$ cat src/rtl/pack_framer.sv
// Double-buffered payload packer: collects input words into two banks and
// serialises preamble + payload frames, filling idle frames when no bank is ready.
module pack_framer #(
    parameter int                        SIZE_BIT_PACK   = 1976,
    parameter int                        SIZE_INPUT_BIT  = 8,
    parameter int                        SIZE_OUTPUT_BIT = 1,
    parameter int                        SIZE_PREAMBLE   = 32,
    parameter logic [SIZE_PREAMBLE-1:0]  PREAMBLE        = 32'h1ACFFC1D,
    parameter logic [SIZE_INPUT_BIT-1:0] IDLE_WORD       = 8'h55
) (
    input  logic                       i_clk,
    input  logic                       i_reset,
    input  logic [SIZE_INPUT_BIT-1:0]  i_data,
    input  logic                       i_valid_input,
    output logic                       o_ready,
    input  logic                       i_flush,
    output logic [SIZE_OUTPUT_BIT-1:0] o_data,
    output logic                       o_valid,
    input  logic                       i_ready_output,
    output logic                       o_frame_start,
    output logic                       o_frame_last,
    output logic                       o_idle,
    output logic [15:0]                o_frame_cnt,
    output logic [15:0]                o_idle_cnt
);
    // state   | meaning
    // S_START | after reset, no frame presented yet
    // S_SEND  | a frame beat is presented on o_data
    typedef enum logic {S_START = 1'b0, S_SEND = 1'b1} state_t;

    localparam int P  = (SIZE_BIT_PACK - SIZE_PREAMBLE) / SIZE_INPUT_BIT;
    localparam int PW = (P > 1) ? $clog2(P) : 1;
    localparam int OW = $clog2(SIZE_BIT_PACK);
    localparam int BW = (SIZE_INPUT_BIT > 1) ? $clog2(SIZE_INPUT_BIT) : 1;
    localparam logic [OW-1:0] LAST_OFF = OW'(SIZE_BIT_PACK - SIZE_OUTPUT_BIT);
    localparam logic [OW-1:0] PRE_OFF  = OW'(SIZE_PREAMBLE);
    localparam logic [OW-1:0] OB_OFF   = OW'(SIZE_OUTPUT_BIT);
    localparam logic [OW-1:0] IW_OFF   = OW'(SIZE_INPUT_BIT);
    localparam logic [PW-1:0] LAST_IDX = PW'(P - 1);

    logic [SIZE_INPUT_BIT-1:0] mem_q [0:1][0:P-1];

    state_t        state_q, state_d;
    logic [1:0]    full_q, full_d;
    logic          fill_bank_q, fill_bank_d;
    logic [PW-1:0] fill_idx_q, fill_idx_d;
    logic          tx_bank_q, tx_bank_d;
    logic          tx_idle_q, tx_idle_d;
    logic [OW-1:0] off_q, off_d;
    logic [15:0]   frame_cnt_q, frame_cnt_d;
    logic [15:0]   idle_cnt_q, idle_cnt_d;

    logic ready_int, accept, beat_acc, frame_end, sending;

    assign sending   = (state_q == S_SEND);
    assign ready_int = !full_q[fill_bank_q];
    assign accept    = i_valid_input && ready_int;
    assign beat_acc  = sending && i_ready_output;
    assign frame_end = beat_acc && (off_q == LAST_OFF);

    always_comb begin
        state_d     = state_q;
        full_d      = full_q;
        fill_bank_d = fill_bank_q;
        fill_idx_d  = fill_idx_q;
        tx_bank_d   = tx_bank_q;
        tx_idle_d   = tx_idle_q;
        off_d       = off_q;
        frame_cnt_d = frame_cnt_q;
        idle_cnt_d  = idle_cnt_q;

        if (i_flush) begin
            fill_idx_d = '0;
        end else if (accept) begin
            if (fill_idx_q == LAST_IDX) begin
                full_d[fill_bank_q] = 1'b1;
                fill_idx_d          = '0;
                fill_bank_d         = ~fill_bank_q;
            end else begin
                fill_idx_d = fill_idx_q + 1'b1;
            end
        end

        if (beat_acc) begin
            off_d = off_q + OB_OFF;
        end
        if (frame_end) begin
            if (tx_idle_q) begin
                idle_cnt_d = idle_cnt_q + 16'd1;
            end else begin
                frame_cnt_d       = frame_cnt_q + 16'd1;
                full_d[tx_bank_q] = 1'b0;
            end
        end

        // The fill bank pointer always trails onto the older full bank when both are full.
        if (!sending || frame_end) begin
            state_d   = S_SEND;
            off_d     = '0;
            tx_idle_d = !(|full_d);
            tx_bank_d = full_d[fill_bank_d] ? fill_bank_d : ~fill_bank_d;
        end
    end

    always_ff @(posedge i_clk) begin
        if (i_reset) begin
            state_q     <= S_START;
            full_q      <= '0;
            fill_bank_q <= 1'b0;
            fill_idx_q  <= '0;
            tx_bank_q   <= 1'b0;
            tx_idle_q   <= 1'b0;
            off_q       <= '0;
            frame_cnt_q <= '0;
            idle_cnt_q  <= '0;
        end else begin
            state_q     <= state_d;
            full_q      <= full_d;
            fill_bank_q <= fill_bank_d;
            fill_idx_q  <= fill_idx_d;
            tx_bank_q   <= tx_bank_d;
            tx_idle_q   <= tx_idle_d;
            off_q       <= off_d;
            frame_cnt_q <= frame_cnt_d;
            idle_cnt_q  <= idle_cnt_d;
        end
    end

    always_ff @(posedge i_clk) begin
        if (!i_reset && accept && !i_flush) begin
            mem_q[fill_bank_q][fill_idx_q] <= i_data;
        end
    end

    logic [SIZE_PREAMBLE-1:0]   pre_sh;
    logic [SIZE_INPUT_BIT-1:0]  word, w_sh;
    logic [OW-1:0]              pay;
    logic [PW-1:0]              rd_idx;
    logic [BW-1:0]              rd_bit;
    logic [SIZE_OUTPUT_BIT-1:0] beat;

    always_comb begin
        pre_sh = PREAMBLE << off_q;
        word   = '0;
        w_sh   = '0;
        pay    = '0;
        rd_idx = '0;
        rd_bit = '0;
        beat   = '0;
        if (off_q < PRE_OFF) begin
            beat = pre_sh[SIZE_PREAMBLE-1 -: SIZE_OUTPUT_BIT];
        end else begin
            pay    = off_q - PRE_OFF;
            rd_idx = PW'(pay / IW_OFF);
            rd_bit = BW'(pay % IW_OFF);
            word   = tx_idle_q ? IDLE_WORD : mem_q[tx_bank_q][rd_idx];
            w_sh   = word << rd_bit;
            beat   = w_sh[SIZE_INPUT_BIT-1 -: SIZE_OUTPUT_BIT];
        end
    end

    assign o_ready       = ready_int;
    assign o_valid       = sending;
    assign o_data        = sending ? beat : '0;
    assign o_frame_start = sending && (off_q == '0);
    assign o_frame_last  = sending && (off_q == LAST_OFF);
    assign o_idle        = sending && tx_idle_q;
    assign o_frame_cnt   = frame_cnt_q;
    assign o_idle_cnt    = idle_cnt_q;
endmodule
$ cat config.mk
export PLATFORM = sky130hd
export DESIGN_NAME = pack_framer
export DESIGN_NICKNAME = d
export VERILOG_FILES = /design/src/rtl/pack_framer.sv
export SDC_FILE = /design/constraint.sdc
export NUM_CORES = 2
export LEC_CHECK = 0
export ABC_CLOCK_PERIOD_IN_PS = 5600
export CAP_MARGIN = 25
export CORE_ASPECT_RATIO = 1.4
export CORE_MARGIN = 2
export CORE_UTILIZATION = 58
export DETAILED_ROUTE_END_ITERATION = 6
export PLACE_DENSITY = 0.74
export SYNTH_ARGS = -nofsm -noshare
export SYNTH_HDL_FRONTEND = slang
export SYNTH_SLANG_ARGS = --single-unit
export TNS_END_PERCENT = 10
$ cat constraint.sdc
create_clock -name i_clk -period 5.6 [get_ports i_clk]
set_input_delay 1.12 -clock i_clk [delete_from_list [all_inputs] [get_ports i_clk]]
set_output_delay 1.12 -clock i_clk [all_outputs]
set_load 0.005 [all_outputs]
==> results_dict.tcl <==
set metrics [dict create \
    status "complete, but fails checks" \
    violations "DRC, setup timing" \
    maxCapViolCount 0 \
    synth_fp_nets 7585 \
    worst_pin_slew_ns 1.248 \
    cts_tree "yes" \
    powerDensity_nw_per_um2 331.8 \
    drt_first_iter_violations 13310 \
    core_sq_um 264000 \
    peakVddDrop_mv 0.3255 \
    cts-root-buf "clkbuf_16" \
    gr-total-overflow 0 \
    clk_latency_ns 0.94 \
    rsz0062_at_grt "true" \
    holdCritPathClass "flip-flop to flip-flop" \
    num_io_pins 51 \
    relSlewSlack 0.1677 \
    via_per_inst 6.982 \
    netlist_top_cells_count "3888 x edfxtp_1, 836 x mux4_2, 598 x nor2_1" \
    synthMuxAreaShare 0.1482 \
    worst_setup_path_end_kind "primary output" \
    fmax_ghz 0.1568 \
    utilization 0.6647 \
    power_frac_clock 0.408 \
    sw_frac_of_total 0.2050 \
    combPwrFrac 0.035 \
    p_sw_w 0.01193 \
    routedWlPerCell_um 37.63 \
    dp_hpwl_mm 285.0 \
    fin_crit_sh 1.138 \
    critPathRequiredTime_ns 4.48 \
    rows 223 \
    synth_top_family_by_area "multiplexers" \
    synth_most_common_cell "edfxtp_1" \
    netlist_instances 7562 \
    synth.avg_cell_area_sq_um 20.38 \
    yosysWarningCount 0 \
    p_int_w 0.04627 \
    skew_ns 0.05911 \
    num_vias 83680 \
    drive_gt1_frac 0.2630 \
    die_h_um 613.9 \
    netlist.area_leader.share 0.7577 \
    worstPathArrival_ns 5.26 \
    drcViolationCount 2 \
    routabilityCongestion 0.9777 \
    start_util 0.5838 \
    grt_first_pass_wirelength_mm 632.0 \
    yosys.area.top_type "edfxtp_1" \
    fin_tns_setup_ns -0.7755 \
    r2r_cells 6 \
    die-area_sq_um 269900 \
    setup_viol 1 \
    synth-seq-cells 3946 \
    antenna_found_initial 13 \
    cts_made_buffers 349 \
    synth_compound_area_frac 0.03357 \
    synth-simple-area-share 0.03065 \
    yosysUniqueCellTypes 82 \
    synth_edf_count 3888 \
    gr-usage-all-layers 0.3350 \
    startpoint_type "flip-flop" \
    grt_start_max_net_pins 173 \
    nets 8236 \
    criticalPathCategory "flip-flop to primary output" \
    drv_slew 0 \
    synth_area_leaders "edfxtp_1 76%, mux4_2 12%, mux2i_1 2.2%" \
    io_buffer_count 50 \
    cts.clk_slew.worst_paths_ns 0.07 \
    synth-xor-area-share 0.002274 \
    yosysSeqAreaShare 0.7652 \
    ys_async_sr_fraction 0 \
    first_pass_iters 7 \
    die_w_um 439.6 \
    clock-sinks 3946 \
    finalHoldViolations 0 \
    clockBufferDepth 4 \
    seq_power_share 0.557 \
    synth_flop_cell "edfxtp_1" \
    cts_hold_buf 0 \
    routed_wl_mm 451.0 \
    setup_ws_ns -0.7755 \
    yosys.area_share.adder 0.0008120 \
    mappedNetlistArea_sq_um 154100 \
    path_max_fanout 7 \
    h-tree-depth 5 \
    min_period_ns 6.376 \
    leakage_nw 54.87 \
    grt_pass1_vias 83820 \
    area_growth_pct 13.86 \
    ant_nets 0 \
    min_path_cells 2 \
]
## through the flow
| stage | setup WS, ns | hold slack [ns] | cell area, sq um | std cells | total power, W |
|---|---|---|---|---|---|
| global route | -0.7918 | 0.5406 | 175400 | 11980 | 0.05931 |
| global placement | -0.5572 | 0.4729 | 163000 | 11290 | 0.03490 |
| finish | -0.7755 | 0.5148 | 175400 | 11990 | 0.05821 |
| CTS | -0.4525 | 0.5161 | 175300 | 11970 | 0.05821 |
| detailed placement | -0.5296 | 0.4967 | 163000 | 11290 | 0.03495 |
| floorplan | 0.3136 | 0.4743 | 154100 | 7562 | 0.03409 |
## state kept, by name, indices dropped and copies added, names as in the netlist, named ones only
signal	cells
mem_q	3888
o_frame_cnt	16
o_idle_cnt	16
off_q	11
fill_idx_q	8
full_q	2
fill_bank_q	1
o_valid	1
tx_bank_q	1
tx_idle_q	1
## area by class of cell
| class | instances | area (sq um) |
|---|---|---|
| timing repair buffer | 784 | 8173 |
| tap | 3487 | 4363 |
| inverter | 14 | 65.06 |
| clock inverter | 214 | 1998 |
| multi-input combinational | 3118 | 33860 |
| antenna | 10 | 25.02 |
| fill | 16500 | 88500 |
| clock buffer | 412 | 9034 |
| sequential | 3946 | 117900 |
## layout by cell type, fill, tap and decap left out, types with 17 or more instances in the layout
master | Yosys | layout
a22o_1 | 24 | 24
edfxtp_1 | 3888 | 3888
xnor2_1 | 20 | 17
nand3_1 | 60 | 59
nand2_1 | 286 | 270
o22ai_1 | 54 | 54
clkinv_1 | 2 | 67
nor3_1 | 40 | 37
a21oi_1 | 134 | 131
o21ai_0 | 77 | 73
buf_12 | 6 | 128
a31oi_1 | 25 | 21
mux2_2 | 37 | 36
clkdlybuf4s50_1 | 0 | 41
mux4_2 | 836 | 836
clkbuf_16 | 0 | 354
or3_1 | 17 | 17
xor2_1 | 20 | 17
clkinv_2 | 0 | 67
clkbuf_1 | 221 | 60
buf_4 | 33 | 557
bufinv_16 | 0 | 31
dfxtp_1 | 58 | 54
buf_6 | 72 | 25
clkinvlp_4 | 0 | 19
a22oi_1 | 107 | 100
a221oi_1 | 46 | 37
o221ai_1 | 82 | 80
nor2_1 | 598 | 591
nand4_1 | 32 | 32
mux2i_1 | 341 | 338
and3_1 | 19 | 19
a211oi_1 | 41 | 31
## cell families after synthesis
logic type	after synthesis
flip-flops	3946
multiplexers	1221
AND/OR/NAND/NOR	1123
AO/OA/AOI/OAI	724
buffers and inverters	498
XOR/XNOR	40
adder cells (fa/ha/maj)	10
## power by group through the flow
stage	Clock, W	Sequential [W]	Combinational [W]
finish	0.0238	0.0324	0.00204
global placement	0	0.0331	0.00184
floorplan	0	0.0331	0.00102
CTS	0.0238	0.0324	0.00201
global route	0.0248	0.0324	0.00211
detailed placement	0	0.0331	0.00189
## path summary, 6_finish.rpt
kind,slack [ns],startpoint,to
max,-0.78,flip-flop,o_data
min,0.51,o_idle_cnt[15]$_SDFFE_PP0P_,o_idle_cnt[15]$_SDFFE_PP0P_
max reg2reg,0.81,fill_bank_q$_SDFF_PP0_,mem_q[0][1289]$_DFFE_PP_
min reg2reg,0.51,o_idle_cnt[15]$_SDFFE_PP0P_,o_idle_cnt[15]$_SDFFE_PP0P_
## critical path, cell delays in order (launching register included)
cell and delay [ns]:
dfxtp_4 0.36, buf_12 0.12, buf_16 0.18, buf_12 0.15, buf_16 0.12, mux4_2 0.53
mux4_2 0.53, a32oi_2 0.22, nand4_1 0.64, a22oi_2 0.43, buf_4 0.17, nor4b_2 0.04
o41a_1 0.35, o221a_4 0.30, buf_6 0.14
## per-layer routing
layer | GRT usage | share of wire | vias to the layer above
li1 | - | - | 32550
met1 | 0.4203 | 0.32 | 43390
met4 | 0.2238 | 0.081 | 14
met5 | 0 | 0.00019 | -
met2 | 0.5244 | 0.47 | 6363
met3 | 0.08013 | 0.12 | 1358
## repair_timing
item                                    CTS  global route
gates resized for setup                 130             5
cloned                                    7             2
endpoints found under the setup margin    1             1
pin swaps                                24             3
buffers inserted                         40             6
Power figures use the tool's default switching activity.
